**src/rtl/ap3216c_seq_if.sv**
```systemverilog
// Byte-level I2C master handshake used by the AP3216C sequencer.
// The sequencer takes the master modport; the I2C engine (or a bench model) takes slave.
interface ap3216c_seq_if;
    logic       i2c_req;
    logic       i2c_rw;
    logic [6:0] i2c_dev;
    logic [7:0] i2c_reg;
    logic [7:0] i2c_wdata;
    logic       i2c_done;
    logic       i2c_nack;
    logic [7:0] i2c_rdata;

    modport master (
        output i2c_req, i2c_rw, i2c_dev, i2c_reg, i2c_wdata,
        input  i2c_done, i2c_nack, i2c_rdata
    );

    modport slave (
        input  i2c_req, i2c_rw, i2c_dev, i2c_reg, i2c_wdata,
        output i2c_done, i2c_nack, i2c_rdata
    );
endinterface

```
**src/rtl/ap3216c_seq.sv**
```systemverilog
// AP3216C ambient-light sequencer: soft-reset, configure, then poll the ALS
// data registers and publish a coherent 16-bit reading; re-initialises on NACK.
module ap3216c_seq #(
    parameter logic [6:0]  DEV_ADDR    = 7'h1E,
    parameter logic [7:0]  CFG_MODE    = 8'h01,
    parameter logic [23:0] RST_WAIT    = 24'd500_000,
    parameter logic [23:0] CFG_WAIT    = 24'd6_000_000,
    parameter logic [23:0] POLL_CYCLES = 24'd5_000_000,
    parameter logic [23:0] ERR_WAIT    = 24'd500_000
) (
    input  logic               clk,
    input  logic               rst_n,
    input  logic               en,
    input  logic               force_rd,
    ap3216c_seq_if.master      i2c,
    output logic [15:0]        als_data,
    output logic               als_valid,
    output logic               err,
    output logic [7:0]         err_cnt,
    output logic               ready
);
    localparam int unsigned CNT_W = 24;

    localparam logic [7:0] REG_SYS    = 8'h00;
    localparam logic [7:0] SYS_SWRST  = 8'h04;
    localparam logic [7:0] REG_ALS_LO = 8'h0C;
    localparam logic [7:0] REG_ALS_HI = 8'h0D;

    typedef enum logic [2:0] {
        RST_WR, RST_DLY, CFG_WR, CFG_DLY, RD_LO, RD_HI, POLL_DLY, ERR_DLY
    } state_t;

    state_t             state, state_d;
    logic [CNT_W-1:0]   cnt, cnt_d;
    logic               req_q, req_d;
    logic               rw_q, rw_d;
    logic [7:0]         reg_q, reg_d;
    logic [7:0]         wdata_q, wdata_d;
    logic [7:0]         lo_tmp, lo_tmp_d;
    logic [15:0]        als_data_d;
    logic               als_valid_d;
    logic               err_d;
    logic [7:0]         err_cnt_d;
    logic               ready_d;

    assign i2c.i2c_req   = req_q;
    assign i2c.i2c_rw    = rw_q;
    assign i2c.i2c_dev   = DEV_ADDR;
    assign i2c.i2c_reg   = reg_q;
    assign i2c.i2c_wdata = wdata_q;

    // State and registered outputs
    always_ff @(posedge clk or negedge rst_n) begin
        if (!rst_n) begin
            state     <= RST_WR;
            cnt       <= '0;
            req_q     <= 1'b0;
            rw_q      <= 1'b0;
            reg_q     <= REG_SYS;
            wdata_q   <= SYS_SWRST;
            lo_tmp    <= '0;
            als_data  <= '0;
            als_valid <= 1'b0;
            err       <= 1'b0;
            err_cnt   <= '0;
            ready     <= 1'b0;
        end else begin
            state     <= state_d;
            cnt       <= cnt_d;
            req_q     <= req_d;
            rw_q      <= rw_d;
            reg_q     <= reg_d;
            wdata_q   <= wdata_d;
            lo_tmp    <= lo_tmp_d;
            als_data  <= als_data_d;
            als_valid <= als_valid_d;
            err       <= err_d;
            err_cnt   <= err_cnt_d;
            ready     <= ready_d;
        end
    end

    // Next-state, request handshake and result capture
    always_comb begin
        state_d     = state;
        cnt_d       = cnt;
        req_d       = req_q;
        rw_d        = rw_q;
        reg_d       = reg_q;
        wdata_d     = wdata_q;
        lo_tmp_d    = lo_tmp;
        als_data_d  = als_data;
        als_valid_d = 1'b0;
        err_d       = err;
        err_cnt_d   = err_cnt;
        ready_d     = ready;

        case (state)
            RST_WR, CFG_WR, RD_LO, RD_HI: begin
                if (!req_q) begin
                    req_d = en;
                end else if (i2c.i2c_done) begin
                    req_d = 1'b0;
                    if (i2c.i2c_nack) begin
                        err_d     = 1'b1;
                        err_cnt_d = (err_cnt == 8'hFF) ? err_cnt : err_cnt + 8'd1;
                        ready_d   = 1'b0;
                        lo_tmp_d  = '0;
                        state_d   = ERR_DLY;
                        cnt_d     = ERR_WAIT - 24'd1;
                    end else begin
                        case (state)
                            RST_WR: begin
                                state_d = RST_DLY;
                                cnt_d   = RST_WAIT - 24'd1;
                            end
                            CFG_WR: begin
                                ready_d = 1'b1;
                                state_d = CFG_DLY;
                                cnt_d   = CFG_WAIT - 24'd1;
                            end
                            RD_LO: begin
                                lo_tmp_d = i2c.i2c_rdata;
                                state_d  = RD_HI;
                            end
                            default: begin
                                als_data_d  = {i2c.i2c_rdata, lo_tmp};
                                als_valid_d = 1'b1;
                                state_d     = POLL_DLY;
                                cnt_d       = POLL_CYCLES - 24'd2;
                            end
                        endcase
                    end
                end
            end
            default: begin
                // Delay states; leaving one issues the next request immediately when enabled
                if (cnt == '0 || (state == POLL_DLY && force_rd)) begin
                    req_d = en;
                    case (state)
                        RST_DLY:  state_d = CFG_WR;
                        CFG_DLY:  state_d = RD_LO;
                        POLL_DLY: state_d = RD_LO;
                        default:  state_d = RST_WR;
                    endcase
                end else begin
                    cnt_d = cnt - 24'd1;
                end
            end
        endcase

        // Command fields follow the target state so they are stable while req is high
        case (state_d)
            RST_WR: begin rw_d = 1'b0; reg_d = REG_SYS;    wdata_d = SYS_SWRST; end
            CFG_WR: begin rw_d = 1'b0; reg_d = REG_SYS;    wdata_d = CFG_MODE;  end
            RD_LO:  begin rw_d = 1'b1; reg_d = REG_ALS_LO; wdata_d = 8'h00;     end
            RD_HI:  begin rw_d = 1'b1; reg_d = REG_ALS_HI; wdata_d = 8'h00;     end
            default: ;
        endcase
    end
endmodule

```
**src/flat_wrapper.sv**
```systemverilog
// flat-port wrapper written by rule: the top's interface ports become plain ports
module ap3216c_seq_flat 
#(
    parameter logic [6:0]  DEV_ADDR    = 7'h1E,
    parameter logic [7:0]  CFG_MODE    = 8'h01,
    parameter logic [23:0] RST_WAIT    = 24'd500_000,
    parameter logic [23:0] CFG_WAIT    = 24'd6_000_000,
    parameter logic [23:0] POLL_CYCLES = 24'd5_000_000,
    parameter logic [23:0] ERR_WAIT    = 24'd500_000
)
  (clk, rst_n, en, force_rd, als_data, als_valid, err, err_cnt, ready, i2c_i2c_req, i2c_i2c_rw, i2c_i2c_dev, i2c_i2c_reg, i2c_i2c_wdata, i2c_i2c_done, i2c_i2c_nack, i2c_i2c_rdata);
  ap3216c_seq_if i2c_i ();
  input  logic clk;
  input  logic rst_n;
  input  logic en;
  input  logic force_rd;
  output logic [15:0] als_data;
  output logic als_valid;
  output logic err;
  output logic [7:0] err_cnt;
  output logic ready;
  output wire logic [$bits(i2c_i.i2c_req)-1:0] i2c_i2c_req;
  output wire logic [$bits(i2c_i.i2c_rw)-1:0] i2c_i2c_rw;
  output wire logic [$bits(i2c_i.i2c_dev)-1:0] i2c_i2c_dev;
  output wire logic [$bits(i2c_i.i2c_reg)-1:0] i2c_i2c_reg;
  output wire logic [$bits(i2c_i.i2c_wdata)-1:0] i2c_i2c_wdata;
  input wire logic [$bits(i2c_i.i2c_done)-1:0] i2c_i2c_done;
  input wire logic [$bits(i2c_i.i2c_nack)-1:0] i2c_i2c_nack;
  input wire logic [$bits(i2c_i.i2c_rdata)-1:0] i2c_i2c_rdata;
  assign i2c_i2c_req = i2c_i.i2c_req;
  assign i2c_i2c_rw = i2c_i.i2c_rw;
  assign i2c_i2c_dev = i2c_i.i2c_dev;
  assign i2c_i2c_reg = i2c_i.i2c_reg;
  assign i2c_i2c_wdata = i2c_i.i2c_wdata;
  assign i2c_i.i2c_done = i2c_i2c_done;
  assign i2c_i.i2c_nack = i2c_i2c_nack;
  assign i2c_i.i2c_rdata = i2c_i2c_rdata;
  ap3216c_seq #(.DEV_ADDR(DEV_ADDR), .CFG_MODE(CFG_MODE), .RST_WAIT(RST_WAIT), .CFG_WAIT(CFG_WAIT), .POLL_CYCLES(POLL_CYCLES), .ERR_WAIT(ERR_WAIT)) u_core (.clk(clk), .rst_n(rst_n), .en(en), .force_rd(force_rd), .i2c(i2c_i), .als_data(als_data), .als_valid(als_valid), .err(err), .err_cnt(err_cnt), .ready(ready));
endmodule
```
**config.mk**
```make
export PLATFORM = sky130hd
export DESIGN_NAME = ap3216c_seq_flat
export DESIGN_NICKNAME = d
export VERILOG_FILES = /design/src/rtl/ap3216c_seq_if.sv /design/src/rtl/ap3216c_seq.sv /design/src/flat_wrapper.sv
export SDC_FILE = /design/constraint.sdc
export NUM_CORES = 1
export LEC_CHECK = 0
export CAP_MARGIN = 20
export CORE_AREA = 2 2 121 123
export DETAILED_ROUTE_END_ITERATION = 8
export DIE_AREA = 0 0 123 125
export PLACE_DENSITY = 0.51
export SETUP_SLACK_MARGIN = 0.02
export SLEW_MARGIN = 30
export SYNTH_ARGS = -nofsm -noshare
export SYNTH_HDL_FRONTEND = slang
export SYNTH_SLANG_ARGS = --single-unit
```
**constraint.sdc**
```tcl
create_clock -name clk -period 2.8 [get_ports clk]
set_input_delay 0.28 -clock clk [delete_from_list [all_inputs] [get_ports clk]]
set_output_delay 0.28 -clock clk [all_outputs]
set_load 0.02 [all_outputs]
```
==> results of run 1 <==
worst max path at each step:
stage,depth (start not counted),slack (ns),from,end
floorplan,7,0.48,u_core.cnt[10]$_DFFE_PN0P_,u_core.i2c.i2c_wdata[0]$_DFFE_PN0P_
global placement,7,0.36,u_core.cnt[10]$_DFFE_PN0P_,u_core.i2c.i2c_wdata[0]$_DFFE_PN0P_
detailed placement,7,0.27,u_core.cnt[10]$_DFFE_PN0P_,u_core.i2c.i2c_wdata[0]$_DFFE_PN0P_
CTS,7,0.23,u_core.cnt[10]$_DFFE_PN0P_,u_core.i2c.i2c_wdata[0]$_DFFE_PN0P_
global route,7,0.1,u_core.cnt[10]$_DFFE_PN0P_,u_core.i2c.i2c_wdata[0]$_DFFE_PN0P_
finish,7,0.26,u_core.cnt[10]$_DFFE_PN0P_,u_core.i2c.i2c_wdata[0]$_DFFE_PN0P_
metal layers:
layer	up-vias	part of all wire	global-route usage
met4	0	0.019	0.0548
met2	78	0.46	0.170
met5	-	0	0
met1	1377	0.47	0.159
li1	1400	-	-
met3	13	0.047	0.0278
logic make-up (layout without fill, tap and decap cells):
kind of cell	after synthesis	after routing	share of synthesized area
and+or+nand+nor	165	165	0.231
DFF	67	67	0.485
other	2	18	0.00217
adders and majority gates	3	3	0.0109
muxes	3	3	0.0127
xor gates and xnor gates	15	15	0.0380
buffers and inverters	40	89	0.0676
AOI/OAI and AO/OA	80	80	0.152
through the flow:
stage               total power, mW  hold WS (ns)  std cells
detailed placement             3.07         0.337        607
global placement               3.04         0.353        607
floorplan                      2.47       -0.0156        391
global route                   4.65         0.501        624
finish                         4.38         0.473        624
CTS                            4.43         0.479        624
what timing repair did:
item	in CTS	in global routing
setup buffers	0	0
hold buffers	1	0
endpoints found under the hold margin	59	0
placed cells by master, fill, tap and decap left out, types with 2 or more instances in the layout:
cell,n
clkinv_4,3
or4_1,3
nand2_1,67
a21o_1,2
bufinv_16,3
clkbuf_16,9
xor2_1,9
nand4_1,4
nor3_1,13
a22o_1,10
dfrtp_1,66
a21oi_1,16
nor2_4,2
o21a_1,3
o22a_1,2
o21ai_1,2
o21ai_0,24
clkdlybuf4s50_1,46
nor4_1,8
ha_1,3
nor2_1,35
nand2b_1,2
xnor2_1,6
a31oi_1,5
nand3_1,10
buf_4,12
and2_4,2
o21bai_1,2
and3_1,3
nor2b_1,2
inv_1,10
or3_1,3
a311oi_1,2
conb_1,18
nor3b_1,2
and2_1,2
critical path: stages (launching register included):
cell and delay, ns:
dfrtp_1 0.44, or4_4 0.59, nor4_4 0.38, and2_4 0.25, mux2i_1 0.31, and2_4 0.22
inv_2 0.04, a22o_1 0.20
synthesized netlist by cell type, types with 3 or more instances:
cell       n  area share
o21a_1     3      0.0065
dfrtp_1   66        0.48
and3_1     3      0.0054
nand3_1   10       0.014
or3_1      3      0.0054
nor4_1     8       0.014
nor3_1    13       0.019
a21oi_1   16       0.023
xor2_1     9       0.023
ha_1       3       0.011
xnor2_1    6       0.015
buf_4     22       0.048
nand4_1    4      0.0072
inv_1     10       0.011
o21ai_0   24       0.035
or4_1      3      0.0065
nand2_1   67       0.073
a31oi_1    5      0.0090
clkbuf_1   4      0.0043
a22o_1    10       0.025
nor2_1    35       0.038
cell type report:
| class | count | area (µm²) |
|---|---|---|
| fillers | 1505 | 9710 |
| flip-flops and latches | 67 | 1680 |
| multi-input cells | 284 | 1610 |
| repair buffers | 61 | 586 |
| well taps | 184 | 230 |
| clock buffers | 9 | 225 |
| clock inverters | 7 | 125 |
| inverters | 12 | 45.0 |
power by group:
group	internal (mW)	leakage (nW)	total [mW]	switching, mW
logic	0.654	0.955	1.47	0.816
registers	1.29	0.836	1.59	0.298
clock network	0.877	0.170	1.32	0.442
==> impl_metrics.csv, run 1 <==
group,metric,value,unit
global_routing,overflow,0,
cells_and_area,final_nets,452,
worst_hold_path,hold_path_class,"register to register",
synth,synth.distinct_cells,60,
synth,async_flop_share,1.00,
routing,drt_wl_total,8480,µm
cells_and_area,fin_area,0.00450,mm²
placement,numPortBuffers,47,
routing,via_per_inst,4.60,
timing,grt_setup_unrepaired,"false",
clock_network,max-clock-path-buffers,2,
flow_run,max_cap_viol_count,0,
placement,dpl_cell_area,0.00414,mm²
critical_path,end_kind,"register",
cells_and_area,antennaDiodeCount,0,
critical_path,crit_required,3.01,ns
die,rows,44,
synth,synth_edf_count,0,
timing,slew_viol_final,0,
outcome,status,"complete, no violations",
pwr,worst_ir_drop_vdd,0.000497,V
clock_network,cts_inserted_buffers,9,
die,die_h,125,µm
critical_path,critPathMaxFanout,7,
timing,fin_tns_setup,0,ns
synth,ys_seq_area_frac,0.485,
critical_path,r2r_slack,0.26,ns
synth,synth.avg_cell_area,9.23,µm²
die,core,0.0142,mm²
critical_path,r2r_start,"u_core.cnt[10]$_DFFE_PN0P_",
routing,drtAntennaViolNets,0,
die,start_util,0.244,
synth,synth_warnings,0,
synth,synth_seq_cells,67,
clock_network,clock_latency,0.33,ns
global_routing,grt_pass1_wl,14100,µm
timing,worst_pin_slew,0.634,ns
timing,relSlewSlack,0.574,
critical_path,r2r_end,"u_core.i2c.i2c_wdata[0]$_DFFE_PN0P_",
die,dieWidth,123,µm
timing,worst_clock_skew,0.00907,ns
die,io-pin-count,66,
worst_hold_path,hold_end,"u_core.als_data[6]$_DFFE_PN0P_",
cells_and_area,area_growth_syn_to_layout,30.0,%
synth,synth_flop_cell,"dfrtp_1",
routing,wl_per_cell,13.6,µm
cells_and_area,largest_reg_flops,24,
global_routing,grt_start_max_net_pins,68,
critical_path,crit_path_start_kind,"register",
routing,drtIter0Drc,120,
timing,finalHoldViolations,0,
routing,drc,0,
global_routing,grt_usage,0.116,
timing,finalWorstSetupSlack,0.258,ns
critical_path,crit_type,"register to register",
clock_network,cts_root_buffer,"clkbuf_16",
clock_network,cts_tree,"yes",
clock_network,cts_resized,0,
timing,fin_crit,2.54,ns
worst_hold_path,whs_path_depth,2,
clock_network,clkSinkCount,67,
pwr,p_leak,1.96,nW
timing,setup_violations,0,
cells_and_area,reg.largest.list,"u_core.cnt (24), u_core.als_data (16)",
global_routing,antenna_found_initial,0,
placement,place_hpwl,5990,µm
cells_and_area,final_util,0.317,
cells_and_area,top_register,"u_core.cnt",
synth,netlist_instances,375,
timing,fin_crit_sh,0.908,
routing,vias,2868,
clock_network,clk_pin_slew,0.06,ns
critical_path,reg2reg_depth,7,
pwr,powerDensity,974,mW/mm²
global_routing,grt_pass1_vias,2765,
cells_and_area,drive_gt1_frac,0.105,
routing,dr.pass1.iters,4,
placement,gp_congestion,0.882,
placement,place_ws,0.270,ns
timing,clock.fmax,393,MHz
worst_hold_path,min-delay-start,"u_core.lo_tmp[6]$_DFFE_PN0P_",
clock_network,cts.htree.levels,3,
synth,syn_area,0.00346,mm²
critical_path,arrival,2.76,ns
die,die_area,0.0154,mm²
Power figures use the tool's default switching activity.
==> inputs of run 2 (changes only) <==
- HOLD_SLACK_MARGIN: not set -> 0.12
- RECOVER_POWER: not set -> 25
- SLEW_MARGIN: 30 -> not set
==> run 2 against run 1 <==
  * The flow now finishes with violations (max-capacitance violations, max-slew violations)
  * Sequential share of layout area increased by 0.12 points
  * Clock skew decreased by 0.0012 ns
  * Wire length decreased by 0.72%
  * Core utilization decreased by 0.11 points
  * Cell area decreased by 0.33%
  * Total power decreased by 0.27%
  * Final cell count unchanged
  * Die area unchanged
  * Combinational power about the same
  * Global-route usage unchanged
  * Critical endpoint unchanged
  * Highest routed layer unchanged
==> impl_metrics.csv, run 2 (synthesized netlist as in run 1, its figures left out) <==
group,metric,value,unit
pwr,worst_ir_drop_vdd,0.000496,V
die,start_util,0.244,
routing,drtAntennaViolNets,0,
clock_network,cts.htree.levels,3,
routing,via_per_inst,4.60,
routing,drtIter0Drc,107,
global_routing,grt_pass1_vias,2765,
timing,worst_pin_slew,1.68,ns
die,core,0.0142,mm²
cells_and_area,area_growth_syn_to_layout,29.5,%
clock_network,cts_inserted_buffers,9,
die,die_area,0.0154,mm²
cells_and_area,top_register,"u_core.cnt",
critical_path,crit_path_start_kind,"register",
die,dieWidth,123,µm
global_routing,grt_usage,0.116,
global_routing,grt_pass1_wl,14100,µm
die,rows,44,
routing,drt_wl_total,8420,µm
cells_and_area,antennaDiodeCount,0,
clock_network,max-clock-path-buffers,2,
placement,gp_congestion,0.882,
routing,wl_per_cell,13.5,µm
flow_run,max_cap_viol_count,1,
critical_path,path_buf_inv,1,
timing,fin_crit_sh,0.911,
critical_path,crit_top_cell,"and2_4",
clock_network,clock_latency,0.33,ns
placement,place_hpwl,5990,µm
die,die_h,125,µm
timing,relSlewSlack,-0.118,
critical_path,slowest_stage,"or4_4",
cells_and_area,reg.largest.list,"u_core.cnt (24), u_core.als_data (16)",
pwr,power,4.37,mW
critical_path,end_kind,"register",
timing,grt_setup_unrepaired,"false",
cells_and_area,final_common_cell,"nand2_1",
global_routing,grt_start_max_net_pins,68,
timing,fin_tns_setup,0,ns
timing,finalWorstSetupSlack,0.250,ns
cells_and_area,final_cell_mix,"nand2_1 (67), dfrtp_1 (66), clkdlybuf4s50_1 (46)",
timing,slew_viol_final,68,
critical_path,path_cells,"or4_4 > nor4_4 > and2_4 > mux2i_1 > and2_4 > inv_2 > a22o_1",
placement,place_ws,0.270,ns
pwr,powerDensity,974,mW/mm²
cells_and_area,drive_gt1_frac,0.105,
clock_network,post_cts_buffers,0,
die,io-pin-count,66,
pwr,p_leak,1.96,nW
routing,dr.pass1.iters,4,
outcome,status,"finished with violations",
clock_network,clkSinkCount,67,
critical_path,arrival,2.76,ns
clock_network,cts_root_buffer,"clkbuf_16",
critical_path,crit_path_max_incr_delay,0.59,ns
timing,clock.fmax,392,MHz
cells_and_area,final_nets,452,
placement,numPortBuffers,47,
timing,worst_clock_skew,0.00792,ns
timing,finalHoldViolations,0,
clock_network,clk_pin_slew,0.06,ns
clock_network,cts_tree,"yes",
critical_path,critPathMaxFanout,7,
timing,setup_violations,0,
cells_and_area,largest_reg_flops,24,
global_routing,overflow,0,
outcome,violations,"max-capacitance violations, max-slew violations",
global_routing,antenna_found_initial,0,
critical_path,cpLargestDelayFamily,"simple AND/OR/NAND/NOR gates",
critical_path,crit_required,3.01,ns
worst_hold_path,hold_path_class,"register to register",
clock_network,cts_resized,0,
critical_path,crit_type,"register to register",
timing,fin_crit,2.55,ns
routing,drc,0,
routing,vias,2873,
timing,hold_ws,0.473,ns
[run 2: cell types whose count changed in the layout (fill, tap and decap cells not counted), sizes merged]
cell and delta:
buf -1, clkbuf +1
[run 2: layout make-up]
class / count / area [µm²]
fillers: 1506 / 9720
flip-flops and latches: 67 / 1680
multi-input cells: 284 / 1610
repair buffers: 61 / 571
well taps: 184 / 230
clock buffers: 9 / 225
clock inverters: 7 / 125
inverters: 12 / 45.0
[run 2: metal layers]
layer / wire length [µm] / vias to the layer above / track usage / part of all wire
met5: 0 / - / 0 / 0
li1: - / 1402 / - / -
met3: 422 / 11 / 0.0278 / 0.050
met4: 125 / 0 / 0.0548 / 0.015
met1: 3950 / 1388 / 0.159 / 0.47
met2: 3920 / 72 / 0.170 / 0.47
[run 2: metrics by stage]
step           instances   util  instance area, µm²
4_1_cts              624  0.317                4500
6_report             624  0.316                4480
3_5_place_dp         607  0.291                4140
2_1_floorplan        391      -                3520
3_3_place_gp         607  0.291                4140
5_1_grt              624  0.316                4480
[run 2: worst min-delay path, cell delays in order, from the launching register on]
cell and delay (ns):
dfrtp_1 0.35, nand2_1 0.05, nand2_1 0.05
[run 2: power breakdown]
| part | leakage, nW | internal, mW | switching [mW] |
|---|---|---|---|
| sequential | 0.836 | 1.29 | 0.295 |
| combinational | 0.950 | 0.652 | 0.814 |
| clock | 0.170 | 0.877 | 0.437 |
| total | 1.96 | 2.82 | 1.55 |
[run 2: repair_timing]
item / CTS / global route
endpoints found under the hold margin: 66 / 0
endpoints found under the setup margin: 0 / 0
hold buffers: 1 / 0
[run 2: final timing paths]
path | startpoint | end | slack [ns] | depth (start not counted)
setup reg to reg | u_core.cnt[10]$_DFFE_PN0P_ | u_core.i2c.i2c_wdata[0]$_DFFE_PN0P_ | 0.25 | 7
max in group asynchronous | rst_n | u_core.cnt[15]$_DFFE_PN0P_ | 0.76 | 3
min in group asynchronous | rst_n | u_core.cnt[21]$_DFFE_PN0P_ | 1.03 | 3
hold reg to reg | u_core.lo_tmp[4]$_DFFE_PN0P_ | u_core.als_data[4]$_DFFE_PN0P_ | 0.47 | 2
hold / removal | u_core.lo_tmp[4]$_DFFE_PN0P_ | u_core.als_data[4]$_DFFE_PN0P_ | 0.47 | 2
setup / recovery | u_core.cnt[10]$_DFFE_PN0P_ | u_core.i2c.i2c_wdata[0]$_DFFE_PN0P_ | 0.25 | 7
==> inputs of run 3 (changes only) <==
- SLEW_MARGIN: not set -> 20
- TNS_END_PERCENT: not set -> 1
==> results of run 3 <==
Same layout as run 2: the final DEF is identical, and so are final timing and power.
